[src/rtl/fifo_pkt_reader_if.sv]
// Bus bundle between the packet reader, the FIFO read port and the stream consumer.
// master = packet reader, slave = FIFO + consumer side.
interface fifo_pkt_reader_if #(
  parameter int ADDR  = 4,
  parameter int WIDTH = 32
);
  logic             fifo_empty;
  logic [ADDR:0]    data_avail;
  logic [WIDTH-1:0] read_data;
  logic             read_en;
  logic             snap_rdaddr;
  logic             roll_rdaddr;
  logic             out_valid;
  logic             out_ready;
  logic [WIDTH-1:0] out_data;
  logic             out_last;
  logic             pkt_ack;
  logic             pkt_nack;

  modport master (
    input  fifo_empty, data_avail, read_data, out_ready, pkt_ack, pkt_nack,
    output read_en, snap_rdaddr, roll_rdaddr, out_valid, out_data, out_last
  );

  modport slave (
    output fifo_empty, data_avail, read_data, out_ready, pkt_ack, pkt_nack,
    input  read_en, snap_rdaddr, roll_rdaddr, out_valid, out_data, out_last
  );
endinterface

[src/rtl/fifo_pkt_reader.sv]
// Packet read engine on the FIFO read side: reads a length-prefixed packet,
// streams it out through a 2-entry buffer, and replays it on nack by rolling
// the FIFO read pointer back to the snapshot taken at the header read.
module fifo_pkt_reader #(
  parameter int ADDR  = 4,
  parameter int WIDTH = 32
) (
  input  logic              rdclk,
  input  logic              rst_rdclk,
  fifo_pkt_reader_if.master bus,
  output logic              busy,
  output logic [7:0]        replay_count
);

  typedef enum logic [2:0] {IDLE, HDR, PAY, DRAIN, WAIT_ACK, RECOVER} state_t;

  state_t                state_q, state_d;
  logic [ADDR-1:0]       issue_cnt_q, issue_cnt_d;  // payload reads still to issue
  logic                  rd_en_q, rd_en_d;          // a read is returning this cycle
  logic                  rd_hdr_q, rd_hdr_d;        // returning word is the header
  logic                  rd_last_q, rd_last_d;      // returning word is the last payload
  logic                  rec_q, rec_d;              // second RECOVER cycle
  logic [7:0]            replay_q, replay_d;

  logic [1:0][WIDTH-1:0] buf_data_q, buf_data_d;
  logic [1:0]            buf_last_q, buf_last_d;
  logic                  buf_wr_q, buf_wr_d;
  logic                  buf_rd_q, buf_rd_d;
  logic [1:0]            buf_cnt_q, buf_cnt_d;

  logic [ADDR-1:0]       hdr_len;
  logic                  push, pop, push_last, gate_ok;
  logic                  rd_req, snap_req, roll_req;
  logic [2:0]            occ_next;

  assign hdr_len   = bus.read_data[ADDR-1:0];
  assign pop       = bus.out_valid & bus.out_ready;
  assign push      = rd_en_q;
  assign push_last = rd_last_q | (rd_hdr_q & (hdr_len == '0));

  // A read may issue only if the FIFO holds a word not already claimed by the
  // in-flight read, and the buffer will have a free slot when it returns.
  assign occ_next = {1'b0, buf_cnt_q} + {2'b00, rd_en_q} - {2'b00, pop};
  assign gate_ok  = (bus.data_avail > {{ADDR{1'b0}}, rd_en_q}) && (occ_next < 3'd2);

  // Strobes are masked by reset so they drop the instant reset asserts.
  assign bus.read_en     = rd_req & rst_rdclk;
  assign bus.snap_rdaddr = snap_req & rst_rdclk;
  assign bus.roll_rdaddr = roll_req;
  assign bus.out_valid   = (buf_cnt_q != 2'd0);
  assign bus.out_data    = buf_data_q[buf_rd_q];
  assign bus.out_last    = bus.out_valid & buf_last_q[buf_rd_q];
  assign busy            = (state_q != IDLE);
  assign replay_count    = replay_q;
  assign rd_en_d         = bus.read_en;

  // Next-state logic and read/snapshot/rollback strobes.
  always_comb begin
    state_d     = state_q;
    issue_cnt_d = issue_cnt_q;
    rec_d       = rec_q;
    replay_d    = replay_q;
    rd_hdr_d    = 1'b0;
    rd_last_d   = 1'b0;
    rd_req      = 1'b0;
    snap_req    = 1'b0;
    roll_req    = 1'b0;
    case (state_q)
      IDLE: begin
        if (gate_ok) begin
          rd_req   = 1'b1;
          snap_req = 1'b1;
          rd_hdr_d = 1'b1;
          state_d  = HDR;
        end
      end
      HDR: begin
        // header word is on read_data this cycle
        issue_cnt_d = hdr_len;
        state_d     = (hdr_len == '0) ? DRAIN : PAY;
      end
      PAY: begin
        if (gate_ok && issue_cnt_q != '0) begin
          rd_req      = 1'b1;
          issue_cnt_d = issue_cnt_q - ADDR'(1);
          if (issue_cnt_q == ADDR'(1)) begin
            rd_last_d = 1'b1;
            state_d   = DRAIN;
          end
        end
      end
      DRAIN: begin
        if (pop && bus.out_last) state_d = WAIT_ACK;
      end
      WAIT_ACK: begin
        if (bus.pkt_ack) begin
          state_d = IDLE;
        end else if (bus.pkt_nack) begin
          roll_req = 1'b1;
          replay_d = (replay_q != 8'hFF) ? replay_q + 8'd1 : replay_q;
          rec_d    = 1'b0;
          state_d  = RECOVER;
        end
      end
      RECOVER: begin
        rec_d = ~rec_q;
        if (rec_q) state_d = IDLE;
      end
      default: state_d = IDLE;
    endcase
  end

  // In-order 2-entry output buffer; returning read data lands here.
  always_comb begin
    buf_data_d = buf_data_q;
    buf_last_d = buf_last_q;
    buf_wr_d   = buf_wr_q;
    buf_rd_d   = buf_rd_q;
    buf_cnt_d  = buf_cnt_q + {1'b0, push} - {1'b0, pop};
    if (push) begin
      buf_data_d[buf_wr_q] = bus.read_data;
      buf_last_d[buf_wr_q] = push_last;
      buf_wr_d             = ~buf_wr_q;
    end
    if (pop) buf_rd_d = ~buf_rd_q;
  end

  // State and datapath registers; reset discards any buffered data.
  always_ff @(posedge rdclk or negedge rst_rdclk) begin
    if (!rst_rdclk) begin
      state_q     <= IDLE;
      issue_cnt_q <= '0;
      rd_en_q     <= 1'b0;
      rd_hdr_q    <= 1'b0;
      rd_last_q   <= 1'b0;
      rec_q       <= 1'b0;
      replay_q    <= 8'd0;
      buf_data_q  <= '0;
      buf_last_q  <= '0;
      buf_wr_q    <= 1'b0;
      buf_rd_q    <= 1'b0;
      buf_cnt_q   <= 2'd0;
    end else begin
      state_q     <= state_d;
      issue_cnt_q <= issue_cnt_d;
      rd_en_q     <= rd_en_d;
      rd_hdr_q    <= rd_hdr_d;
      rd_last_q   <= rd_last_d;
      rec_q       <= rec_d;
      replay_q    <= replay_d;
      buf_data_q  <= buf_data_d;
      buf_last_q  <= buf_last_d;
      buf_wr_q    <= buf_wr_d;
      buf_rd_q    <= buf_rd_d;
      buf_cnt_q   <= buf_cnt_d;
    end
  end

endmodule

[src/flat_wrapper.sv]
// flat-port wrapper written by rule: the top's interface ports become plain ports
module fifo_pkt_reader_flat 
#(
  parameter int ADDR  = 4,
  parameter int WIDTH = 32
)
  (rdclk, rst_rdclk, busy, replay_count, bus_fifo_empty, bus_data_avail, bus_read_data, bus_out_ready, bus_pkt_ack, bus_pkt_nack, bus_read_en, bus_snap_rdaddr, bus_roll_rdaddr, bus_out_valid, bus_out_data, bus_out_last);
  fifo_pkt_reader_if #(.ADDR(ADDR), .WIDTH(WIDTH)) bus_i ();
  input  logic rdclk;
  input  logic rst_rdclk;
  output logic busy;
  output logic [7:0] replay_count;
  input wire logic [$bits(bus_i.fifo_empty)-1:0] bus_fifo_empty;
  input wire logic [$bits(bus_i.data_avail)-1:0] bus_data_avail;
  input wire logic [$bits(bus_i.read_data)-1:0] bus_read_data;
  input wire logic [$bits(bus_i.out_ready)-1:0] bus_out_ready;
  input wire logic [$bits(bus_i.pkt_ack)-1:0] bus_pkt_ack;
  input wire logic [$bits(bus_i.pkt_nack)-1:0] bus_pkt_nack;
  output wire logic [$bits(bus_i.read_en)-1:0] bus_read_en;
  output wire logic [$bits(bus_i.snap_rdaddr)-1:0] bus_snap_rdaddr;
  output wire logic [$bits(bus_i.roll_rdaddr)-1:0] bus_roll_rdaddr;
  output wire logic [$bits(bus_i.out_valid)-1:0] bus_out_valid;
  output wire logic [$bits(bus_i.out_data)-1:0] bus_out_data;
  output wire logic [$bits(bus_i.out_last)-1:0] bus_out_last;
  assign bus_i.fifo_empty = bus_fifo_empty;
  assign bus_i.data_avail = bus_data_avail;
  assign bus_i.read_data = bus_read_data;
  assign bus_i.out_ready = bus_out_ready;
  assign bus_i.pkt_ack = bus_pkt_ack;
  assign bus_i.pkt_nack = bus_pkt_nack;
  assign bus_read_en = bus_i.read_en;
  assign bus_snap_rdaddr = bus_i.snap_rdaddr;
  assign bus_roll_rdaddr = bus_i.roll_rdaddr;
  assign bus_out_valid = bus_i.out_valid;
  assign bus_out_data = bus_i.out_data;
  assign bus_out_last = bus_i.out_last;
  fifo_pkt_reader #(.ADDR(ADDR), .WIDTH(WIDTH)) u_core (.rdclk(rdclk), .rst_rdclk(rst_rdclk), .bus(bus_i), .busy(busy), .replay_count(replay_count));
endmodule
[config.mk]
export PLATFORM = sky130hd
export DESIGN_NAME = fifo_pkt_reader_flat
export DESIGN_NICKNAME = d
export VERILOG_FILES = /design/src/rtl/fifo_pkt_reader_if.sv /design/src/rtl/fifo_pkt_reader.sv /design/src/flat_wrapper.sv
export SDC_FILE = /design/constraint.sdc
export NUM_CORES = 1
export LEC_CHECK = 0
export ABC_AREA = 1
export BUFFER_PORTS_ARGS = -buffer_cell sky130_fd_sc_hd__buf_2
export CAP_MARGIN = 20
export CORE_MARGIN = 5
export CORE_UTILIZATION = 40
export DETAILED_ROUTE_END_ITERATION = 12
export HOLD_SLACK_MARGIN = 0.1
export PLACE_DENSITY = 0.72
export SLEW_MARGIN = 10
export SYNTH_ARGS = -nofsm -noshare
export SYNTH_HDL_FRONTEND = slang
export SYNTH_SLANG_ARGS = --single-unit
[constraint.sdc]
create_clock -name rdclk -period 4.4 [get_ports rdclk]
set_input_delay 0 -clock rdclk [delete_from_list [all_inputs] [get_ports rdclk]]
set_output_delay 0 -clock rdclk [all_outputs]
set_load 0.05 [all_outputs]
==> results.sh <==
export IMPL_drv_slew=0
export IMPL_synth_seq_cells=89
export IMPL_cts_root_buf="clkbuf_8"
export IMPL_layoutNonFillerInstCount=788
export IMPL_hold_end="u_core.rd_last_q"
export IMPL_yosys_most_used_dff="dfrtp_1"
export IMPL_period_share_pct=70.5
export IMPL_vdd_drop_max_uv=441
export IMPL_cts_tree="yes"
export IMPL_dieHeight_um=113
export IMPL_cts_max_level=3
export IMPL_place_ws_ns=1.66
export IMPL_syn_num_nets=582
export IMPL_synth_top_area_cell="dfrtp_1"
export IMPL_pwr_density_cell_mw_per_mm2=832
export IMPL_netlist_area_mm2=0.00425
export IMPL_reg2reg_from="u_core.buf_cnt_q[1]"
export IMPL_rsz0062_at_grt="false"
export IMPL_die_w_um=113
export IMPL_antenna_left=0
export IMPL_area_delta_synth_final_pct=25.8
export IMPL_cts_resized=0
export IMPL_nets=698
export IMPL_tightest_slew_ns=0.644
export IMPL_wl_per_cell_um=12.1
export IMPL_wl_met3_um=558
export IMPL_syn_area_per_cell_um2=7.99
export IMPL_wl_met1_um=4450
export IMPL_routed_wl_um=9550
export IMPL_synth_cell_types=33
export IMPL_synth_edf_count=0
export IMPL_dp_cells=735
export IMPL_utilization_pct=51.8
export IMPL_worst_r2r_endpoint="u_core.state_q[2]"
export IMPL_grt_pass1_wl_um=16600
export IMPL_cts_sinks=89
export IMPL_timing_fmax_mhz=323
export IMPL_relSlewSlack_pct=57.0
export IMPL_cts_post_setup_buffers_inserted=0
export IMPL_placementRows=37
export IMPL_hold_depth=5
export IMPL_hold_class="in -> reg"
export IMPL_maxCapViolCount=0
export IMPL_avgViaCountPerCell=4.70
export IMPL_cts_buffers=9
export IMPL_grt_overflow=0
export IMPL_hold_viol_final=0
export IMPL_clockBufferDepth=2
export IMPL_via_count=3707
export IMPL_ys_seq_area_share_pct=52.4
export IMPL_start_util_pct=41.2
export IMPL_holdWs_ns=0.136
export IMPL_yosysTopAreaCellShare_pct=52.4
export IMPL_yosysWarnings=0
export IMPL_antenna_found_initial=0
export IMPL_run_status="finished, final reports clean"
export IMPL_critPathCaptureType="output port"
export IMPL_start_kind="flip-flop"
export IMPL_clk_pin_slew_ns=0.09
export IMPL_clk_latency_ns=0.35
export IMPL_worstPathArrival_ns=3.10
export IMPL_ff2ff_path_depth=16
export IMPL_place_gp_congestion=0.781
export IMPL_port_buffers=87
export IMPL_grt_usage_pct=15.7
export IMPL_ctsHoldBuffers=36
export IMPL_dieArea_mm2=0.0128
export IMPL_crit_fanout=4
export IMPL_dr_pass1_iters=4
export IMPL_r2r_setup_slack_ns=1.69
export IMPL_drive_above_1_share_pct=18.9
export IMPL_wl_met2_um=4450
export IMPL_grt_max_degree=68
export IMPL_regArea_mm2=0.00223
export IMPL_finClkSkew_ns=0.0161
export IMPL_routed_top_layer="met4"
export IMPL_criticalPathCategory="reg -> out"
export IMPL_multi_input_area_mm2=0.00167
export IMPL_async_reset_ff_share_pct=100
export IMPL_crit_required_ns=4.40
export IMPL_leakagePower_nw=2.91
export IMPL_hp_start="bus_data_avail[1]"
export IMPL_first_global_vias=3738
export IMPL_dpl_hpwl_um=6310
export IMPL_fillers=968
export IMPL_synthTopCellsByArea="dfrtp_1 52%, nand2_1 19%, o21ai_0 9.2%"
export IMPL_drc_errors=0
export IMPL_synth_cells=532
export IMPL_drt_iter0_drc=217
export IMPL_layout_min_cycle_time_ns=3.10
export IMPL_setup_tns_final_ns=0
export IMPL_ioPinCount=89
export IMPL_setup_viol=0
export IMPL_num_antenna_cells=0
export IMPL_core_mm2=0.0103
export IMPL_fin_ws_ns=1.30
## state kept, by name, summed over array words and instances, names as in the netlist, 2 cells and up
register,cells
u_core.replay_count,8
u_core.issue_cnt_q,4
u_core.state_q,3
u_core.buf_data_q,64
u_core.buf_cnt_q,2
u_core.buf_last_q,2
## per-layer routing
layer  vias up  track usage [%]
met5         -                0
met4         0             3.53
met3         8             4.28
met2        82             27.0
met1      1737             19.8
li1       1880                -
## cells by family after synthesis
logic type,after synthesis,synth area share (%)
AOI/OAI and AO/OA,84,10.4
and+or+nand+nor,256,24.9
adders and majority gates,7,2.24
buffers and inverters,88,8.39
xor gates and xnor gates,8,1.65
DFF,89,52.4
## cells in the mapped netlist, types with 4 or more instances
library cell,instances
dfrtp_1,89
ha_1,6
xnor2_1,4
clkbuf_1,13
inv_1,60
nand2_1,210
xor2_1,4
nand3_1,13
o21ai_0,78
nor2_1,11
nand4_1,7
buf_2,8
## layout by cell type (no fill, tap or decap), types with 4 or more instances in the layout
cell type      netlist  layout
xnor2_1              4       4
nor2_1              11      11
nand3_1             13      13
ha_1                 6       6
nand4_1              7       7
clkbuf_8             0      10
buf_2                8      86
o21ai_0             78      78
dlygate4sd3_1        0      36
xor2_1               4       4
inv_1               60      60
nand2_2              3       4
dfrtp_1             89      89
nand2_1            210     209
## per-stage QoR
stage	area [um^2]	power (mW)
CTS	5300	4.48
detailed placement	4770	3.96
global placement	4770	3.87
floorplan	4250	3.38
finish	5350	4.45
global route	5350	4.83
## layout make-up
cell class	instances	area share, %
clock buffers	12	2.72
clock inverters	3	0.328
inverters	66	4.80
multi-input cells	355	31.2
flip-flops and latches	89	41.7
well taps	136	3.18
repair buffers	127	16.1
## report_power, final
group | internal [mW] | leakage [nW] | switching (mW)
logic | 0.672 | 1.75 | 1.86
clock network | 0.216 | 0.0822 | 0.266
registers | 1.21 | 1.08 | 0.218
total | 2.10 | 2.91 | 2.35
## how the worst max path moves through the flow
stage	from	end	slack (ns)	cells after the start
3_3_place_gp	u_core.buf_cnt_q[1]	bus_read_en	1.74	16
4_1_cts	u_core.buf_cnt_q[1]	bus_read_en	1.26	16
2_1_floorplan	u_core.buf_cnt_q[1]	u_core.push	0.93	15
3_5_place_dp	u_core.buf_cnt_q[1]	bus_read_en	1.66	16
6_report	u_core.buf_cnt_q[1]	bus_read_en	1.30	16
5_1_grt	u_core.buf_cnt_q[1]	bus_read_en	1.00	16
## critical path: stages, from the launching register on
cell	delay (ns)
dfrtp_1	0.40
inv_1	0.09
nand2_1	0.09
nand2_1	0.10
inv_1	0.05
ha_1	0.27
inv_1	0.04
ha_1	0.21
fa_1	0.48
inv_1	0.07
nand2_1	0.05
nor2_1	0.18
nand2_1	0.11
nor2_1	0.13
inv_1	0.07
a21oi_1	0.15
buf_2	0.29
No activity file was read; power rests on OpenSTA's default activity.
